--- src/rtl/instr_prefetch_unit_if.sv ---
// instr_prefetch_unit_if: instruction type package and instruction memory request/response bus
package instr_prefetch_pkg;
  typedef enum logic {NONE, UNKNOWN} instr_type_t;
endpackage

interface instr_prefetch_unit_if;
  logic        req_valid;
  logic        req_ready;
  logic [31:0] req_addr;
  logic        rsp_valid;
  logic [31:0] rsp_data;
  modport master(output req_valid, req_addr, input req_ready, rsp_valid, rsp_data);
  modport slave(input req_valid, req_addr, output req_ready, rsp_valid, rsp_data);
endinterface

--- src/rtl/instr_prefetch_unit.sv ---
// instr_prefetch_unit: multi-outstanding in-order instruction prefetcher with a PC-tagged queue
// Define IFETCH_PERF_CNT_EN to add perf_fetch_cnt / perf_drop_cnt outputs.
module instr_prefetch_unit
  import instr_prefetch_pkg::*;
#(
  parameter int          FIFO_DEPTH      = 4,
  parameter int          MAX_OUTSTANDING = 2,
  parameter logic [31:0] RESET_PC        = 32'h0000_0000
) (
  input  logic                         clk,
  input  logic                         rst_n,
  input  logic                         stall,
  input  logic                         jmp,
  input  logic [31:0]                  jmp_addr,
  output logic                         out_valid,
  output logic [31:0]                  out_addr,
  output logic [31:0]                  out_instr,
  output instr_type_t                  out_instr_type,
  instr_prefetch_unit_if.master        mem
`ifdef IFETCH_PERF_CNT_EN
  ,
  output logic [31:0]                  perf_fetch_cnt,
  output logic [31:0]                  perf_drop_cnt
`endif
);
  localparam int OW = $clog2(MAX_OUTSTANDING + 1);
  localparam int CW = $clog2(FIFO_DEPTH + 1);
  localparam int AW = $clog2(FIFO_DEPTH);
  localparam int SW = (OW > CW ? OW : CW) + 1;
  localparam logic [31:0] RST_PC = {RESET_PC[31:2], 2'b00};
  logic [31:0]   fetch_pc, rsp_pc, jmp_pc;
  logic [OW-1:0] outstanding, drop_cnt, left_after_rsp;
  logic [CW-1:0] count;
  logic [AW-1:0] wr_ptr, rd_ptr;
  logic [31:0]   addr_q [FIFO_DEPTH];
  logic [31:0]   data_q [FIFO_DEPTH];
  logic [SW-1:0] credit_used;
  logic          req_fire, push, pop, rsp_drop;
  // queue slots are reserved at issue time, so in-flight plus queued never exceeds the depth
  assign credit_used    = SW'(outstanding) + SW'(count);
  assign mem.req_valid  = rst_n && !jmp && outstanding < OW'(MAX_OUTSTANDING) && credit_used < SW'(FIFO_DEPTH);
  assign mem.req_addr   = fetch_pc;
  assign jmp_pc         = jmp_addr & 32'hFFFF_FFFC;
  assign req_fire       = mem.req_valid && mem.req_ready;
  assign push           = mem.rsp_valid && !jmp && drop_cnt == '0;
  assign rsp_drop       = mem.rsp_valid && !push;
  assign left_after_rsp = outstanding - OW'(mem.rsp_valid);
  assign out_valid      = count != '0;
  assign pop            = out_valid && !stall && !jmp;
  assign out_addr       = addr_q[rd_ptr];
  assign out_instr      = data_q[rd_ptr];
  assign out_instr_type = out_valid ? UNKNOWN : NONE;
  always_ff @(posedge clk or negedge rst_n)
    if (!rst_n) begin
      fetch_pc    <= RST_PC;
      rsp_pc      <= RST_PC;
      outstanding <= '0;
      drop_cnt    <= '0;
      count       <= '0;
      wr_ptr      <= '0;
      rd_ptr      <= '0;
    end else if (jmp) begin
      fetch_pc    <= jmp_pc;
      rsp_pc      <= jmp_pc;
      outstanding <= left_after_rsp;
      drop_cnt    <= left_after_rsp;
      count       <= '0;
      wr_ptr      <= '0;
      rd_ptr      <= '0;
    end else begin
      fetch_pc    <= fetch_pc + (req_fire ? 32'd4 : 32'd0);
      rsp_pc      <= rsp_pc + (push ? 32'd4 : 32'd0);
      outstanding <= outstanding + OW'(req_fire) - OW'(mem.rsp_valid);
      drop_cnt    <= drop_cnt - OW'(rsp_drop);
      count       <= count + CW'(push) - CW'(pop);
      wr_ptr      <= wr_ptr + AW'(push);
      rd_ptr      <= rd_ptr + AW'(pop);
    end
  always_ff @(posedge clk)
    if (push) begin
      addr_q[wr_ptr] <= rsp_pc;
      data_q[wr_ptr] <= mem.rsp_data;
    end
`ifdef IFETCH_PERF_CNT_EN
  always_ff @(posedge clk or negedge rst_n)
    if (!rst_n) begin
      perf_fetch_cnt <= '0;
      perf_drop_cnt  <= '0;
    end else begin
      perf_fetch_cnt <= perf_fetch_cnt + 32'(req_fire);
      perf_drop_cnt  <= perf_drop_cnt + 32'(rsp_drop);
    end
`endif
endmodule
--- src/flat_wrapper.sv ---
// flat-port wrapper written by rule: the top's interface ports become plain ports
module instr_prefetch_unit_flat import instr_prefetch_pkg::*;
#(
  parameter int          FIFO_DEPTH      = 4,
  parameter int          MAX_OUTSTANDING = 2,
  parameter logic [31:0] RESET_PC        = 32'h0000_0000
)
  (clk, rst_n, stall, jmp, jmp_addr, out_valid, out_addr, out_instr, out_instr_type, mem_req_valid, mem_req_addr, mem_req_ready, mem_rsp_valid, mem_rsp_data);
  instr_prefetch_unit_if mem_i ();
  input  logic clk;
  input  logic rst_n;
  input  logic stall;
  input  logic jmp;
  input  logic [31:0] jmp_addr;
  output logic out_valid;
  output logic [31:0] out_addr;
  output logic [31:0] out_instr;
  output instr_type_t out_instr_type;
  output wire logic [$bits(mem_i.req_valid)-1:0] mem_req_valid;
  output wire logic [$bits(mem_i.req_addr)-1:0] mem_req_addr;
  input wire logic [$bits(mem_i.req_ready)-1:0] mem_req_ready;
  input wire logic [$bits(mem_i.rsp_valid)-1:0] mem_rsp_valid;
  input wire logic [$bits(mem_i.rsp_data)-1:0] mem_rsp_data;
  assign mem_req_valid = mem_i.req_valid;
  assign mem_req_addr = mem_i.req_addr;
  assign mem_i.req_ready = mem_req_ready;
  assign mem_i.rsp_valid = mem_rsp_valid;
  assign mem_i.rsp_data = mem_rsp_data;
  instr_prefetch_unit #(.FIFO_DEPTH(FIFO_DEPTH), .MAX_OUTSTANDING(MAX_OUTSTANDING), .RESET_PC(RESET_PC)) u_core (.clk(clk), .rst_n(rst_n), .stall(stall), .jmp(jmp), .jmp_addr(jmp_addr), .out_valid(out_valid), .out_addr(out_addr), .out_instr(out_instr), .out_instr_type(out_instr_type), .mem(mem_i));
endmodule
--- config.mk ---
export PLATFORM = sky130hd
export DESIGN_NAME = instr_prefetch_unit_flat
export DESIGN_NICKNAME = d
export VERILOG_FILES = /design/src/rtl/instr_prefetch_unit_if.sv /design/src/rtl/instr_prefetch_unit.sv /design/src/flat_wrapper.sv
export SDC_FILE = /design/constraint.sdc
export NUM_CORES = 1
export LEC_CHECK = 0
export BUFFER_PORTS_ARGS = -buffer_cell sky130_fd_sc_hd__clkbuf_2
export CAP_MARGIN = 20
export CORE_MARGIN = 4
export CORE_UTILIZATION = 39
export DETAILED_ROUTE_END_ITERATION = 8
export HOLD_SLACK_MARGIN = 0.1
export PLACE_DENSITY = 0.6
export RECOVER_POWER = 100
export SLEW_MARGIN = 0
export SYNTH_ARGS = -nofsm -noshare
export SYNTH_HDL_FRONTEND = slang
export SYNTH_SLANG_ARGS = --single-unit
--- constraint.sdc ---
create_clock -name clk -period 15.1 [get_ports clk]
set_clock_uncertainty 0.15 [all_clocks]
set_input_delay 1.51 -clock clk [delete_from_list [all_inputs] [get_ports clk]]
set_output_delay 1.51 -clock clk [all_outputs]
set_load 0.01 [all_outputs]
==> results_tabular.tex, run 1 <==
\begin{tabular}{lr}
\hline
Metric & Value \\
\hline
\multicolumn{2}{l}{\textbf{Worst setup path}} \\
Crit path cell chain & clkbuf\_1 > mux4\_2 > clkbuf\_1 \\
Most numerous cell on the critical path & clkbuf\_1 \\
Setup slack, reg-to-reg & approximately 10000 ps \\
Max stage delay cell, worst path & clkbuf\_1 \\
Start point of the critical path & u\_core.rd\_ptr[0] \\
Worst Setup Start Kind & flop \\
Critical Path RT & approximately 13000 ps \\
Endpoint of the lowest-slack register-to-register path & u\_core.data\_q[0][24] \\
Critical Path AT & between 5000 and 6000 ps \\
Kind of end point of the critical path & primary output \\
Worst reg2reg startpoint & u\_core.drop\_cnt[1] \\
Start-to-end type of the worst setup path & flop to primary output \\
Slowest cell delay on critical path & around 2800 ps \\
CP Max Fanout & 43 \\
Depth of the most critical reg-to-reg path & 4 \\
Termination of the worst setup path & out\_addr[17] \\
\multicolumn{2}{l}{\textbf{Routing}} \\
Number of design-rule violations left by the first detailed-router iteration & 380 \\
Vias/cell & about 5.3 \\
Number of nets with antenna violations after routing & 0 \\
Met1 layer wirelength in the final routing & between 10 and 15 mm \\
Met2 routed WL & between 10 and 15 mm \\
Routed len/inst & $\sim$20 µm \\
Highest Signal Layer & met4 \\
Overall routed net length & approximately 28 mm \\
Remaining routing DRC violations & 0 \\
Number of detailed-route iterations in the first pass & 5 \\
Length of routed met3 wiring & around 1.9 mm \\
Via Count & between 7000 and 8000 \\
\multicolumn{2}{l}{\textbf{Timing}} \\
Number of pins with negative max-slew slack in the final report & around 430 \\
Least-Margin Pin Slew & 4190 ps \\
Min Clock Period, post-route & around 7200 ps \\
Tcrit/Tclk final & 0.479 \\
Setup violation total in the final timing report & 0 \\
Setup repair after global routing missed its margin & false \\
FMAX & between 0.1 and 0.15 GHz \\
Remaining max-slew budget at the tightest pin & -1.79 \\
Hold Violations, Final & 0 \\
Worst hold slack & 396 ps \\
Final sum of negative setup slack & 0 ps \\
\multicolumn{2}{l}{\textbf{Layout}} \\
Net count reported at finish & just over 1000 \\
Number of fillers in the final layout & 2940 \\
Sequential standard cell area & approximately 9000 µm² \\
Antenna Cells & 0 \\
Multi-input combinational cell area & about 3600 µm² \\
Area added between synthesis and finish & 17.1\% \\
Layout cells sized above 1 & 0.179 \\
\multicolumn{2}{l}{\textbf{Yosys}} \\
Count leader, synth & edfxtp\_1 \\
Most used DFF post-synth & edfxtp\_1 \\
Post-Syn Instances & roughly 760 \\
Post-synth EDFFs & 248 \\
Avg Inst Size Synth & roughly 17 µm² \\
Post-synth ARST share & 0.223 \\
Netlist area before placement & $\sim$13000 µm² \\
Area share of the largest cell type after synthesis & 0.571 \\
Cell type with the largest total area after synthesis & edfxtp\_1 \\
Warnings from Yosys & 0 \\
Sequential fraction of the synthesis area & 0.707 \\
Largest cells by area after synthesis & edfxtp\_1 57\%, dfrtp\_1 14\%, mux4\_2 11\%, xnor2\_1 1.2\%, ha\_1 1.2\% \\
Yosys reg bits & 319 \\
Most frequent cells after synthesis & 248 x edfxtp\_1, 71 x dfrtp\_1, 62 x mux4\_2 \\
Count of unique library cells instantiated by Yosys & 49 \\
\multicolumn{2}{l}{\textbf{Die}} \\
Starting utilization of the core area & 0.398 \\
Height of the die & between 150 and 200 µm \\
Total die area & $\sim$36000 µm² \\
Core region area & around 33000 µm² \\
Number of placed I/O pins & roughly 170 \\
Site row count & 66 \\
DIE WIDTH & between 150 and 200 µm \\
\multicolumn{2}{l}{\textbf{Global routing}} \\
Pin count of the biggest net entering global routing & 63 \\
Initial antenna violation count & 0 \\
Residual overflow from global routing & 0 \\
Vias in the first global route & around 7600 \\
Overall global routing resource usage & 0.154 \\
Wire length of the first global-routing pass & approximately 44 mm \\
\multicolumn{2}{l}{\textbf{CTS}} \\
H-tree levels & 2 \\
Count of instances resized after the clock tree is built & 0 \\
Worst-Skew Late Latency & between 500 and 600 ps \\
Maximum buffer depth of the clock tree & 3 \\
\# Post-CTS Setup Buffers & 0 \\
Cell chosen for the clock root & clkbuf\_16 \\
Number of clock buffers inserted by TritonCTS & 36 \\
TritonCTS clock tree & built \\
Number of sinks handled by clock tree synthesis & between 300 and 400 \\
Hold bufs inserted after CTS & 0 \\
Clock transition at the registers of the reported paths & approximately 60 ps \\
\multicolumn{2}{l}{\textbf{Placed design}} \\
Routability congestion estimate from global placement & a little over 0.8 \\
Detailed Place HPWL & between 15 and 20 mm \\
Count of port buffers added during placement & about 160 \\
\multicolumn{2}{l}{\textbf{Flow run}} \\
Number of maximum-capacitance violations & 8 \\
\multicolumn{2}{l}{\textbf{Power and ir drop}} \\
Fraction of power spent switching nets & 0.243 \\
Net Sw Power & between 0.5 and 0.6 mW \\
Register share of total power & 0.486 \\
Cell area power density & 142 nW/µm² \\
Clk network pwr share & 0.391 \\
Int Power & about 1.6 mW \\
Part of the total power dissipated in combinational logic & 0.123 \\
Static Leak & between 5 and 6 nW \\
Maximum resistive drop on vdd & approximately 0.066 mV \\
\multicolumn{2}{l}{\textbf{Worst hold path}} \\
Min-Delay Path Class & flop to flop \\
\multicolumn{2}{l}{\textbf{Run status}} \\
Failing checks & capacitance limit, slew limit \\
Run status & finished, violations left \\
\hline
\end{tabular}
cell usage in the layout (no fill, tap or decap), types with 15 or more instances in the layout:
| cell | count |
|---|---|
| a31oi_1 | 21 |
| clkbuf_1 | 143 |
| clkbuf_16 | 37 |
| clkbuf_2 | 36 |
| dfrtp_1 | 70 |
| edfxtp_1 | 248 |
| inv_1 | 22 |
| mux4_2 | 62 |
| nand2_1 | 24 |
| nand3_1 | 16 |
| nand4_1 | 15 |
| nor2_1 | 36 |
| xnor2_1 | 18 |
how the worst min path moves through the flow:
stage                           end  cells past startpoint  slack, ps         startpoint
2_1_floorplan   u_core.addr_q[0][2]                      0        330   u_core.rsp_pc[2]
4_1_cts         u_core.addr_q[0][2]                      0        410   u_core.rsp_pc[2]
5_1_grt        u_core.addr_q[0][30]                      0        450  u_core.rsp_pc[30]
3_3_place_gp    u_core.addr_q[0][2]                      0        380   u_core.rsp_pc[2]
6_report        u_core.addr_q[0][2]                      0        400   u_core.rsp_pc[2]
3_5_place_dp    u_core.addr_q[0][2]                      0        390   u_core.rsp_pc[2]
stage by stage:
stage | power, mW | utilization | cell area (µm²) | setup slack (ps) | std cells
2_1_floorplan | 1.24 | - | 13100 | 7280 | 764
3_3_place_gp | 1.35 | 0.437 | 14300 | 10090 | 1337
3_5_place_dp | 1.35 | 0.437 | 14300 | 10100 | 1337
4_1_cts | 2.20 | 0.472 | 15500 | 10450 | 1402
5_1_grt | 2.27 | 0.466 | 15300 | 7030 | 1402
6_report | 2.17 | 0.466 | 15300 | 7870 | 1402
per-layer routing:
metal  up-vias  GRT usage
met5         -          0
met4         0     0.0392
met3        49     0.0341
met2       234      0.242
met1      3713      0.222
li1       3394          -
power by group through the flow:
stage	Sequential, mW	Combinational, mW	Clock, mW
global route	1.06	0.298	0.909
detailed placement	1.07	0.282	0
global placement	1.07	0.279	0
CTS	1.05	0.283	0.871
finish	1.05	0.267	0.846
floorplan	1.05	0.187	0
logic make-up (layout without fill, tap and decap cells):
| group | after synthesis | after routing | synth area share |
|---|---|---|---|
| AOI/OAI and AO/OA | 87 | 87 | 0.0455 |
| xor gates and xnor gates | 27 | 27 | 0.0181 |
| adders and majority gates | 13 | 13 | 0.0130 |
| buffers and inverters | 62 | 258 | 0.0208 |
| DFF | 319 | 319 | 0.707 |
| muxes | 78 | 78 | 0.121 |
| other | 1 | 4 | 0.000288 |
| and+or+nand+nor | 174 | 174 | 0.0744 |
critical path: cells and delay by family (launching register included):
kind | cells | cell delay [ps]
buffers and inverters | 2 | 3010
flip-flops | 1 | 1250
multiplexers | 1 | 760
final cells by class:
class	count	area share
sequential	319	0.604
multi-input combinational	383	0.234
clock buffer	48	0.0646
timing repair buffer	171	0.0452
tap	442	0.0362
clock inverter	17	0.0110
inverter	22	0.00541
sequential cells by signal, summed over array words and instances, names as in the netlist:
register,cells
u_core.drop_cnt,2
u_core.outstanding,2
u_core.mem.req_addr,30
u_core.wr_ptr,2
u_core.data_q,128
u_core.addr_q,120
u_core.rd_ptr,2
u_core.rsp_pc,30
u_core.count,3
No activity file was read; power rests on OpenSTA's default activity.
==> inputs of run 2 (changes only) <==
- PLACE_DENSITY: 0.6 -> 0.62
- clock period: 15.1 -> 6.55 ns (I/O delays scaled with it)
==> results_tabular.tex, run 2 (synthesized netlist as in run 1, its figures left out) <==
\begin{tabular}{lr}
\hline
Metric & Value \\
\hline
\multicolumn{2}{l}{\textbf{Placed design}} \\
Count of port buffers added during placement & 162 (unchanged) \\
Cell Area, Placed & 14400 µm² (was 14300 µm²) \\
Routability congestion estimate from global placement & 0.845 (was 0.824) \\
Detailed Place HPWL & 17.7 mm (was 17.4 mm) \\
Placed Cells incl. Taps & 1338 (was 1337) \\
\multicolumn{2}{l}{\textbf{Global routing}} \\
Pin count of the biggest net entering global routing & 69 (was 63) \\
Residual overflow from global routing & 0 (unchanged) \\
Vias in the first global route & 7650 (was 7557) \\
Initial antenna violation count & 0 (unchanged) \\
Overall global routing resource usage & 0.154 (about the same) \\
Wire length of the first global-routing pass & 44.2 mm (was 43.9 mm) \\
\multicolumn{2}{l}{\textbf{Worst setup path}} \\
Worst Setup Start Kind & input pin (was flop) \\
Slowest cell delay on critical path & 1460 ps (was 2790 ps) \\
CP Max Fanout & 56 (was 43) \\
Critical Path AT & 4300 ps (was 5570 ps) \\
Critical Path RT & 6480 ps (was 13440 ps) \\
Crit path cell chain & clkbuf\_1 > nor4b\_1 > clkbuf\_1 > nor3b\_1 > clkbuf\_2 (was clkbuf\_1 > mux4\_2 > clkbuf\_1) \\
Kind of end point of the critical path & flop (was primary output) \\
Start-to-end type of the worst setup path & input pin to flop (was flop to primary output) \\
Most numerous cell on the critical path & clkbuf\_1 (unchanged) \\
Max stage delay cell, worst path & clkbuf\_2 (was clkbuf\_1) \\
\multicolumn{2}{l}{\textbf{Layout}} \\
Finished Cell Area & 15400 µm² (was 15300 µm²) \\
Antenna Cells & 0 (unchanged) \\
Max reg flops & 128 (unchanged) \\
Non-filler cells, final & 1405 (was 1402) \\
Most flops, register & u\_core.data\_q (unchanged) \\
Net count reported at finish & 1019 (was 1016) \\
Layout cells sized above 1 & 0.189 (was 0.179) \\
Leading cell type in the layout, fill and taps excluded & edfxtp\_1 (unchanged) \\
Largest registers in the final layout & u\_core.data\_q (128), u\_core.addr\_q (120) (unchanged) \\
Commonest cells after routing, fill and taps aside & 248 x edfxtp\_1, 134 x clkbuf\_1, 69 x dfrtp\_1, 62 x mux4\_2, 38 x clkbuf\_16 (was 248 x edfxtp\_1, 143 x clkbuf\_1, 70 x dfrtp\_1, 62 x mux4\_2, 37 x clkbuf\_16) \\
Area added between synthesis and finish & 18.1\% (was 17.1\%) \\
\multicolumn{2}{l}{\textbf{Power and ir drop}} \\
Maximum resistive drop on vdd & 0.152 mV (was 0.0663 mV) \\
Cell area power density & 329 nW/µm² (was 142 nW/µm²) \\
Static Leak & 5.09 nW (was 5.03 nW) \\
\multicolumn{2}{l}{\textbf{Flow run}} \\
Number of maximum-capacitance violations & 3 (was 8) \\
\multicolumn{2}{l}{\textbf{Timing}} \\
Tcrit/Tclk final & 0.667 \\
FMAX & between 0.2 and 0.25 GHz \\
Final sum of negative setup slack & 0 ps (unchanged) \\
Setup violation total in the final timing report & 0 (unchanged) \\
Remaining max-slew budget at the tightest pin & -0.231 (was -1.79) \\
Min Clock Period, post-route & $\sim$4400 ps \\
Number of pins with negative max-slew slack in the final report & 152 (was 425) \\
Setup repair after global routing missed its margin & false (unchanged) \\
Least-Margin Pin Slew & 1850 ps (was 4190 ps) \\
Hold Violations, Final & 0 (unchanged) \\
\multicolumn{2}{l}{\textbf{Routing}} \\
Vias/cell & 5.29 (was 5.27) \\
Overall routed net length & 28.3 mm (was 28.1 mm) \\
Number of nets with antenna violations after routing & 0 (unchanged) \\
Routed len/inst & 20.1 µm (was 20.0 µm) \\
Via Count & 7432 (was 7390) \\
Number of detailed-route iterations in the first pass & 5 (unchanged) \\
Number of design-rule violations left by the first detailed-router iteration & 429 (was 380) \\
Remaining routing DRC violations & 0 (unchanged) \\
\multicolumn{2}{l}{\textbf{CTS}} \\
\# Post-CTS Setup Buffers & 0 (unchanged) \\
TritonCTS clock tree & built (unchanged) \\
Count of instances resized after the clock tree is built & 0 (unchanged) \\
Clock transition at the registers of the reported paths & 60 ps (about the same) \\
Maximum buffer depth of the clock tree & 3 (unchanged) \\
Number of sinks handled by clock tree synthesis & 319 (unchanged) \\
Worst-Skew Late Latency & 500 ps (was 510 ps) \\
Number of clock buffers inserted by TritonCTS & 36 (unchanged) \\
Hold bufs inserted after CTS & 1 (was 0) \\
H-tree levels & 2 (unchanged) \\
Cell chosen for the clock root & clkbuf\_16 (unchanged) \\
\multicolumn{2}{l}{\textbf{Die}} \\
Height of the die & 191 µm (unchanged) \\
Total die area & 36400 µm² (unchanged) \\
Core region area & 32800 µm² (unchanged) \\
DIE WIDTH & 191 µm (unchanged) \\
Number of placed I/O pins & 169 (unchanged) \\
Site row count & 66 (unchanged) \\
Starting utilization of the core area & 0.398 (unchanged) \\
\multicolumn{2}{l}{\textbf{Run status}} \\
Failing checks & capacitance limit, slew limit (unchanged) \\
Run status & finished, violations left (unchanged) \\
\multicolumn{2}{l}{\textbf{Worst hold path}} \\
Min-Delay Path Class & input pin to flop (was flop to flop) \\
\hline
\end{tabular}
## run 2: cell types whose count changed in the layout (fill, tap and decap cells not counted), moves of 2 or more
cell / previous run / this run
clkbuf_1: 143 / 134
buf_4: 1 / 4
buf_12: 0 / 2
bufinv_16: 3 / 5
clkbuf_8: 2 / 0
clkinv_8: 0 / 2
clkinvlp_4: 2 / 4
inv_6: 2 / 0
## run 2: path summary, 6_finish.rpt
kind	startpoint	endpoint	slack (ps)	cells after the start
setup / recovery	jmp	u_core.data_q[0][20]	2180	5
hold / removal	jmp_addr[3]	u_core.mem.req_addr[3]	250	3
setup reg to reg	u_core.drop_cnt[1]	u_core.data_q[0][20]	2370	4
hold reg to reg	u_core.rsp_pc[16]	u_core.addr_q[2][16]	400	0
max in group asynchronous	rst_n	u_core.rd_ptr[0]	4510	3
min in group asynchronous	rst_n	u_core.mem.req_addr[31]	410	2
## run 2: critical path: cells and delay by family
kind,cells,cell delay (ps)
AND/OR/NAND/NOR,2,1510
buffers and inverters,3,2100
## run 2: stage by stage
step | hold WS [ps] | total power [mW] | util | worst slack (ps)
floorplan | 209 | 2.86 | - | 1620
global placement | 342 | 3.11 | 0.438 | 2870
detailed placement | 339 | 3.12 | 0.438 | 2820
CTS | 190 | 5.19 | 0.476 | 2750
global route | 235 | 5.32 | 0.470 | 1760
finish | 249 | 5.07 | 0.470 | 2180
## run 2: per-layer routing
| layer | vias to the layer above | GRT usage | routed length (µm) |
|---|---|---|---|
| met1 | 3754 | 0.223 | 12800 |
| met5 | - | 0 | 0 |
| met3 | 36 | 0.0337 | 1940 |
| li1 | 3399 | - | - |
| met2 | 243 | 0.244 | 13100 |
| met4 | 0 | 0.0309 | 388 |
## run 2: cell type report
| type | instances | area (µm²) |
|---|---|---|
| fill | 2881 | 17400 |
| sequential | 319 | 9230 |
| clock buffer | 42 | 966 |
| timing repair buffer | 174 | 753 |
| clock inverter | 23 | 267 |
| tap | 442 | 553 |
| multi-input combinational | 383 | 3560 |
| inverter | 22 | 82.6 |
## run 2: where the power goes
part           switching [mW]  internal [mW]
Combinational           0.325          0.274
Clock                   0.782           1.26
Sequential              0.122           2.31
Total                    1.23           3.85
